`src/rtl/macro_adder_pipe.sv`:
```
// LANES independent ripple-carry adder lanes behind a 2-stage valid/ready pipeline.
// Each beat either adds A+B per lane or accumulates ACC+A per lane.
module macro_adder_pipe #(
  parameter int unsigned WIDTH = 16,
  parameter int unsigned LANES = 2
) (
`ifdef USE_POWER_PINS
  inout  wire                      VPWR,
  inout  wire                      VGND,
`endif
  input  logic                     clk,
  input  logic                     rst,
  input  logic                     in_valid,
  output logic                     in_ready,
  input  logic                     mode_i,
  input  logic                     acc_clr_i,
  input  logic [LANES*WIDTH-1:0]   a_i,
  input  logic [LANES*WIDTH-1:0]   b_i,
  output logic                     out_valid,
  input  logic                     out_ready,
  output logic [LANES*WIDTH-1:0]   sum_o,
  output logic [LANES-1:0]         carry_o,
  output logic                     carry_all_o
);

  // Stage 1 operand registers
  logic                     r_s1_valid;
  logic                     r_s1_mode;
  logic [LANES*WIDTH-1:0]   r_s1_a;
  logic [LANES*WIDTH-1:0]   r_s1_b;

  // Stage 2 (output) registers and lane accumulators
  logic                     r_out_valid;
  logic [LANES*WIDTH-1:0]   r_sum;
  logic [LANES-1:0]         r_carry;
  logic                     r_carry_all;
  logic [LANES*WIDTH-1:0]   r_acc;

  logic                     w_s2_ready;
  logic                     w_s2_load;
  logic                     w_in_fire;
  logic [LANES*WIDTH-1:0]   w_op_x;
  logic [LANES*WIDTH-1:0]   w_op_y;
  logic [LANES*WIDTH-1:0]   w_sum;
  logic [LANES-1:0]         w_carry;
  logic [WIDTH:0]           w_chain [LANES];

  assign w_s2_ready = !r_out_valid || out_ready;
  assign in_ready   = !r_s1_valid || w_s2_ready;
  assign w_in_fire  = in_valid && in_ready;
  assign w_s2_load  = r_s1_valid && w_s2_ready;

  // Operand select; a clear coincident with an accumulate load feeds ACC=0 into the add
  always_comb begin
    w_op_x = '0;
    w_op_y = '0;
    for (int k = 0; k < LANES; k++) begin
      if (r_s1_mode) begin
        w_op_x[k*WIDTH +: WIDTH] = acc_clr_i ? '0 : r_acc[k*WIDTH +: WIDTH];
        w_op_y[k*WIDTH +: WIDTH] = r_s1_a[k*WIDTH +: WIDTH];
      end else begin
        w_op_x[k*WIDTH +: WIDTH] = r_s1_a[k*WIDTH +: WIDTH];
        w_op_y[k*WIDTH +: WIDTH] = r_s1_b[k*WIDTH +: WIDTH];
      end
    end
  end

  // Bit-level ripple carry per lane; chain restarts at zero in every lane
  always_comb begin
    w_sum   = '0;
    w_carry = '0;
    w_chain = '{default: '0};
    for (int k = 0; k < LANES; k++) begin
      w_chain[k][0] = 1'b0;
      for (int i = 0; i < WIDTH; i++) begin
        w_sum[k*WIDTH + i] = w_op_x[k*WIDTH + i] ^ w_op_y[k*WIDTH + i] ^ w_chain[k][i];
        w_chain[k][i+1]    = (w_op_x[k*WIDTH + i] & w_op_y[k*WIDTH + i]) |
                             (w_chain[k][i] & (w_op_x[k*WIDTH + i] ^ w_op_y[k*WIDTH + i]));
      end
      w_carry[k] = w_chain[k][WIDTH];
    end
  end

  always_ff @(posedge clk or posedge rst) begin
    if (rst) begin
      r_s1_valid <= 1'b0;
      r_s1_mode  <= 1'b0;
      r_s1_a     <= '0;
      r_s1_b     <= '0;
    end else if (w_in_fire) begin
      r_s1_valid <= 1'b1;
      r_s1_mode  <= mode_i;
      r_s1_a     <= a_i;
      r_s1_b     <= b_i;
    end else if (w_s2_load) begin
      r_s1_valid <= 1'b0;
    end
  end

  always_ff @(posedge clk or posedge rst) begin
    if (rst) begin
      r_out_valid <= 1'b0;
      r_sum       <= '0;
      r_carry     <= '0;
      r_carry_all <= 1'b0;
    end else if (w_s2_load) begin
      r_out_valid <= 1'b1;
      r_sum       <= w_sum;
      r_carry     <= w_carry;
      r_carry_all <= &w_carry;
    end else if (out_ready) begin
      r_out_valid <= 1'b0;
    end
  end

  // An accumulate load wins over a plain clear: its sum already assumed ACC=0
  always_ff @(posedge clk or posedge rst) begin
    if (rst) begin
      r_acc <= '0;
    end else if (w_s2_load && r_s1_mode) begin
      r_acc <= w_sum;
    end else if (acc_clr_i) begin
      r_acc <= '0;
    end
  end

  assign out_valid   = r_out_valid;
  assign sum_o       = r_sum;
  assign carry_o     = r_carry;
  assign carry_all_o = r_carry_all;

endmodule

```
`config.mk`:
```
export PLATFORM = sky130hd
export DESIGN_NAME = macro_adder_pipe
export DESIGN_NICKNAME = d
export VERILOG_FILES = /design/src/rtl/macro_adder_pipe.sv
export SDC_FILE = /design/constraint.sdc
export NUM_CORES = 1
export LEC_CHECK = 0
export ABC_CLOCK_PERIOD_IN_PS = 23800
export CAP_MARGIN = 20
export CORE_MARGIN = 2
export CORE_UTILIZATION = 40
export CTS_CLUSTER_SIZE = 25
export DETAILED_ROUTE_END_ITERATION = 10
export GPL_TIMING_DRIVEN = 0
export PLACE_DENSITY_LB_ADDON = 0.12
export SLEW_MARGIN = 5
export SYNTH_ARGS = -nofsm -noshare
export SYNTH_HDL_FRONTEND = slang
export SYNTH_SLANG_ARGS = --single-unit
```
`constraint.sdc`:
```
create_clock -name clk -period 23.8 [get_ports clk]
set_input_delay 5.95 -clock clk [delete_from_list [all_inputs] [get_ports clk]]
set_output_delay 5.95 -clock clk [all_outputs]
set_load 0.005 [all_outputs]
```
* Word level (Yosys, flattened, before mapping) *
Cells that the tools add are included.

word-level totals
  output and inout bits = 37
  register bits after elaboration = 134

operators by class
  mux-type cells = 12
  bitwise operators = 154
  reductions and logical operators = 11

operator list
  cell                 number
  2-to-1 mux 16 bit    6
  2-to-1 mux 32 bit    2
  bitwise AND 1 bit    62
  bitwise XOR 1 bit    62
  OR 1 bit             30
  nonzero test 2 bit   3
  2-to-1 mux 1 bit     4
  logical AND 1 bit    3
  logical NOT 1 bit    2
  logical OR 1 bit     2
  AND reduction 2 bit  1

* Longest topological paths before layout *
  depth in word-level cells = 34
  gate-level depth with buffers = 23
  mapped depth without buffers = 22

* Worst setup path after synthesis *
Ideal clock, no wire load.

  kind = input-to-reg
  start point = input acc_clr_i
  end point = register r_sum[15], in the netlist sum_o[15]
  stages on the path = 19
  slack = 10.088 ns
  arrival = 13.587 ns
  setup time = 0.125 ns
  cell sequence = clkbuf_1 nor2b_1 mux2_2 fa_1 fa_1 fa_1 fa_1 fa_1 fa_1 fa_1 fa_1 fa_1 fa_1 fa_1 fa_1 fa_1 fa_1 fa_1 mux2_2

on the way
  cells in the longest elaborated chain, start to end = 32
  elaborated cells on any way between the ends = 61
  classes of those cells = 2 x mux; 59 x bitwise

RTL lines
  element                                                 RTL line  source
  from (decl)                                             16        input logic acc_clr_i,
  2-to-1 mux 16 bit *                                     59        w_op_x[k*WIDTH +: WIDTH] = acc_clr_i ? '0 : r_acc[k*WIDTH +: WIDTH];
  2-to-1 mux 16 bit *                                     58        if (r_s1_mode) begin
  bitwise AND 1 bit or bitwise XOR 1 bit (tied branches)  77, 78
  bitwise AND 1 bit                                       78        (w_chain[k][i] & (w_op_x[k*WIDTH + i] ^ w_op_y[k*WIDTH + i]));
  OR 1 bit                                                77        w_chain[k][i+1] = (w_op_x[k*WIDTH + i] & w_op_y[k*WIDTH + i]) |
  bitwise AND 1 bit                                       78
  OR 1 bit                                                77
  bitwise AND 1 bit                                       78
  (+17 left out)                                          --
  bitwise AND 1 bit                                       78
  OR 1 bit                                                77
  bitwise AND 1 bit                                       78
  OR 1 bit                                                77
  bitwise AND 1 bit                                       78
  OR 1 bit                                                77
  bitwise XOR 1 bit *                                     76        w_sum[k*WIDTH + i] = w_op_x[k*WIDTH + i] ^ w_op_y[k*WIDTH + i] ^ w_chain[k][i];
  via w_sum[15]                                           44        logic [LANES*WIDTH-1:0] w_sum;
  to (signal assigned)                                    108       r_sum <= w_sum;
  to (decl)                                               34        logic [LANES*WIDTH-1:0] r_sum;

The timed path passes the listed nets; every way through them passes the cells marked *.
A chain may end at the register's enable or synchronous reset.

* Final worst setup path *
  start point = input acc_clr_i
  end point = register r_acc[15]

on the way
  cells in the longest elaborated chain, start to end = 33
  elaborated cells on any way between the ends = 63
  classes of those cells = 3 x mux; 59 x bitwise; 1 x reduce/logical

RTL lines
  element                                                 RTL line  source
  2-to-1 mux 16 bit *                                     59
  2-to-1 mux 16 bit *                                     58
  bitwise AND 1 bit or bitwise XOR 1 bit (tied branches)  77, 78
  bitwise AND 1 bit                                       78
  OR 1 bit                                                77
  bitwise AND 1 bit                                       78
  OR 1 bit                                                77
  bitwise AND 1 bit                                       78
  (+18 left out)                                          --
  OR 1 bit                                                77
  bitwise AND 1 bit                                       78
  OR 1 bit                                                77
  bitwise AND 1 bit                                       78
  OR 1 bit                                                77
  bitwise XOR 1 bit *                                     76
  via w_sum[15]                                           44
  2-to-1 mux 32 bit *                                     120       end else if (w_s2_load && r_s1_mode) begin
  to (signal assigned)                                    121       r_acc <= w_sum;
  to (decl)                                               37        logic [LANES*WIDTH-1:0] r_acc;

Marked as above.

==> impl_metrics.csv <==
group,metric,value,unit
timing,setup_viol,0,
timing,finalHoldViolations,0,
setup_path,reg2reg_slack,14.68,ns
timing,finalCritPeriodShare,0.609,
routing,route.detailed.drc,0,
yosys,synth_area_leaders,"dfrtp_1 49%, mux2_2 27%, fa_1 8.9%",
power_and_ir_drop,p_leak,3.74,nW
final_layout,nets,663,
timing,finalWorstSetupSlack,9.30,ns
place,gp_congestion,0.753,
final_layout,area_delta_synth_final,29.3,%
timing,grt_setup_unrepaired,"false",
yosys,syn_avg_cell_area,15.6,µm²
cts,clk_pin_slew_worst_paths,0.06,ns
setup_path,required,24.10,ns
yosys,ys_warn_count,0,
outcome,status,"finished, final reports clean",
global_routing,grt_use_total,0.175,
place,io_buffers,106,
yosys,synth_seq_cells,134,
yosys,syn_nets,537,
setup_path,startpoint_type,"primary input",
cts,post_cts_resized,0,
setup_path,worstRegToRegCells,20,
routing,detail-route-antenna-nets,0,
global_routing,grt_max_degree,74,
timing,drv_slew,0,
die,io_pins,107,
routing,drtIter0Drc,186,
cts,postCtsSetupBuffers,0,
global_routing,grt_pass1_wl,23.3,mm
timing,totalNegativeSetupSlack,0,ns
timing,worst_pin_slew,0.712,ns
cts,ctsHoldBuffers,0,
hold_path,hp-start,"r_s1_b[7]",
final_layout,drive_gt1_frac,0.430,
setup_path,r2r-start,"r_s1_mode",
place,place_hpwl,10.2,mm
die,dieWidth,134,µm
setup_path,cp_max_fo,10,
routing,dr_total_vias,3820,
hold_path,hold_end,"r_s1_b[7]",
timing,timing.slew.headroom,0.526,
final_layout,layout_commonest_cell,"mux2_2",
timing,finClkSkew,0.00952,ns
timing,fin_crit,14.50,ns
timing,whs,0.504,ns
die,core_area,16600,µm²
routing,drt-total-wl,14.7,mm
die,die_y,134,µm
flow_run,maxCapViolations,0,
routing,dr.pass1.iters,4,
final_layout,diodes,0,
global_routing,antenna_found_initial,0,
hold_path,holdPathStages,1,
global_routing,first_global_vias,4228,
timing,fmax,69.0,MHz
setup_path,crit_start,"acc_clr_i",
yosys,synth_cell_types,20,
setup_path,critPathArrivalTime,14.80,ns
yosys,netlist_area,6780,µm²
cts,clock_latency,0.42,ns
setup_path,r2r_end,"r_acc[15]",
setup_path,end_kind,"flop",
power_and_ir_drop,power_density,105,nW/µm²
cts,cts_made_buffers,17,
die,dieArea,18000,µm²
yosys,yosysTopAreaCellShare,0.495,
hold_path,hold_class,"flop to flop",
yosys,yosysSeqAreaShare,0.495,
cts,cts_buffer_depth,2,
cts,htreeDepth,4,
global_routing,grt-ovfl-total,0,
place,dpl_worst_slack,8.76,ns
setup_path,criticalPathCategory,"primary input to flop",
die,initial_core_util,0.409,
routing,via_per_inst,4.81,
die,rows,47,
yosys,syn_inst,435,
routing,wire_per_inst,18.5,µm
yosys,synth_top_area_cell,"dfrtp_1",
cts,root_buffer,"clkbuf_16",
final_layout,final_cell_mix,"161 x mux2_2, 134 x dfrtp_1, 106 x clkdlybuf4s50_1",
cts,clock-sinks,134,
cts,cts_tree,"built",
power_and_ir_drop,ir_worst_vdd,0.0545,mV
[worst max path at each step]
stage	depth (start not counted)	endpoint
after global routing	20	r_acc[15]
after CTS	20	r_acc[15]
after detailed placement	20	sum_o[15]
after floorplan	19	sum_o[15]
after global placement	20	sum_o[15]
final	20	r_acc[15]
[per-stage QoR]
step / power [W] / instance area, µm² / cells / util
6_report: 0.000916 / 8760 / 794 / 0.528
5_1_grt: 0.000974 / 8760 / 794 / 0.528
4_1_cts: 0.000930 / 8760 / 794 / 0.528
3_5_place_dp: 0.000652 / 8140 / 762 / 0.491
3_3_place_gp: 0.000640 / 8110 / 761 / 0.489
2_1_floorplan: 0.000521 / 6780 / 435 / -
[synthesized netlist by cell type]
cell,instances
a31oi_1,2
a21oi_1,2
mux2_4,28
ha_1,2
nand3b_1,1
nand4_1,1
inv_1,5
mux2_2,161
nand2b_1,5
a21bo_2,1
clkbuf_1,4
buf_12,3
and3_4,1
mux2i_1,4
fa_1,30
nor2b_1,30
buf_6,8
nand2_1,2
buf_2,11
dfrtp_1,134
[critical path: stages]
cell and delay (ns):
clkdlybuf4s50_1 0.61, clkbuf_1 0.50, nor2b_1 0.13, mux2_2 0.30, fa_1 0.40, fa_1 0.47, fa_1 0.46, fa_1 0.49
fa_1 0.48, fa_1 0.46, fa_1 0.47, fa_1 0.47, fa_1 0.47, fa_1 0.46, fa_1 0.46, fa_1 0.48
fa_1 0.48, fa_1 0.48, fa_1 0.51, mux2_4 0.27
[final cells by class]
class,instances,area [µm²]
plain buffers,26,220
clock inverters,12,150
fillers,1380,7820
flip-flops and latches,134,3350
multi-input cells,270,3180
clock buffers,20,467
repair buffers,107,1090
inverters,5,23.8
well taps,220,275
[registers in the layout, indices dropped and copies added, names as in the netlist]
signal and count:
r_s1_b 32, sum_o 32, r_s1_mode 1, carry_o 2, out_valid 1, r_s1_valid 1
r_acc 32, carry_all_o 1, r_s1_a 32
[power by group]
part           switching (W)  total [W]  internal, W
registers          0.0000324   0.000327     0.000294
clock network      0.0000998   0.000273     0.000173
logic               0.000118   0.000317     0.000199
total               0.000250   0.000916     0.000666
[layer usage]
| metal | GRT usage | share of wire |
|---|---|---|
| met5 | 0 | 0 |
| met4 | 0.0474 | 0.0099 |
| met3 | 0.0518 | 0.044 |
| met2 | 0.286 | 0.49 |
| met1 | 0.228 | 0.45 |
[logic make-up after synthesis]
group	Yosys count	synth area share
muxes	193	0.336
DFF	134	0.495
and+or+nand+nor	40	0.0371
adders and majority gates	32	0.0923
buffers and inverters	31	0.0353
AOI/OAI and AO/OA	5	0.00480
Note: power is estimated with default switching activity, not from simulation.
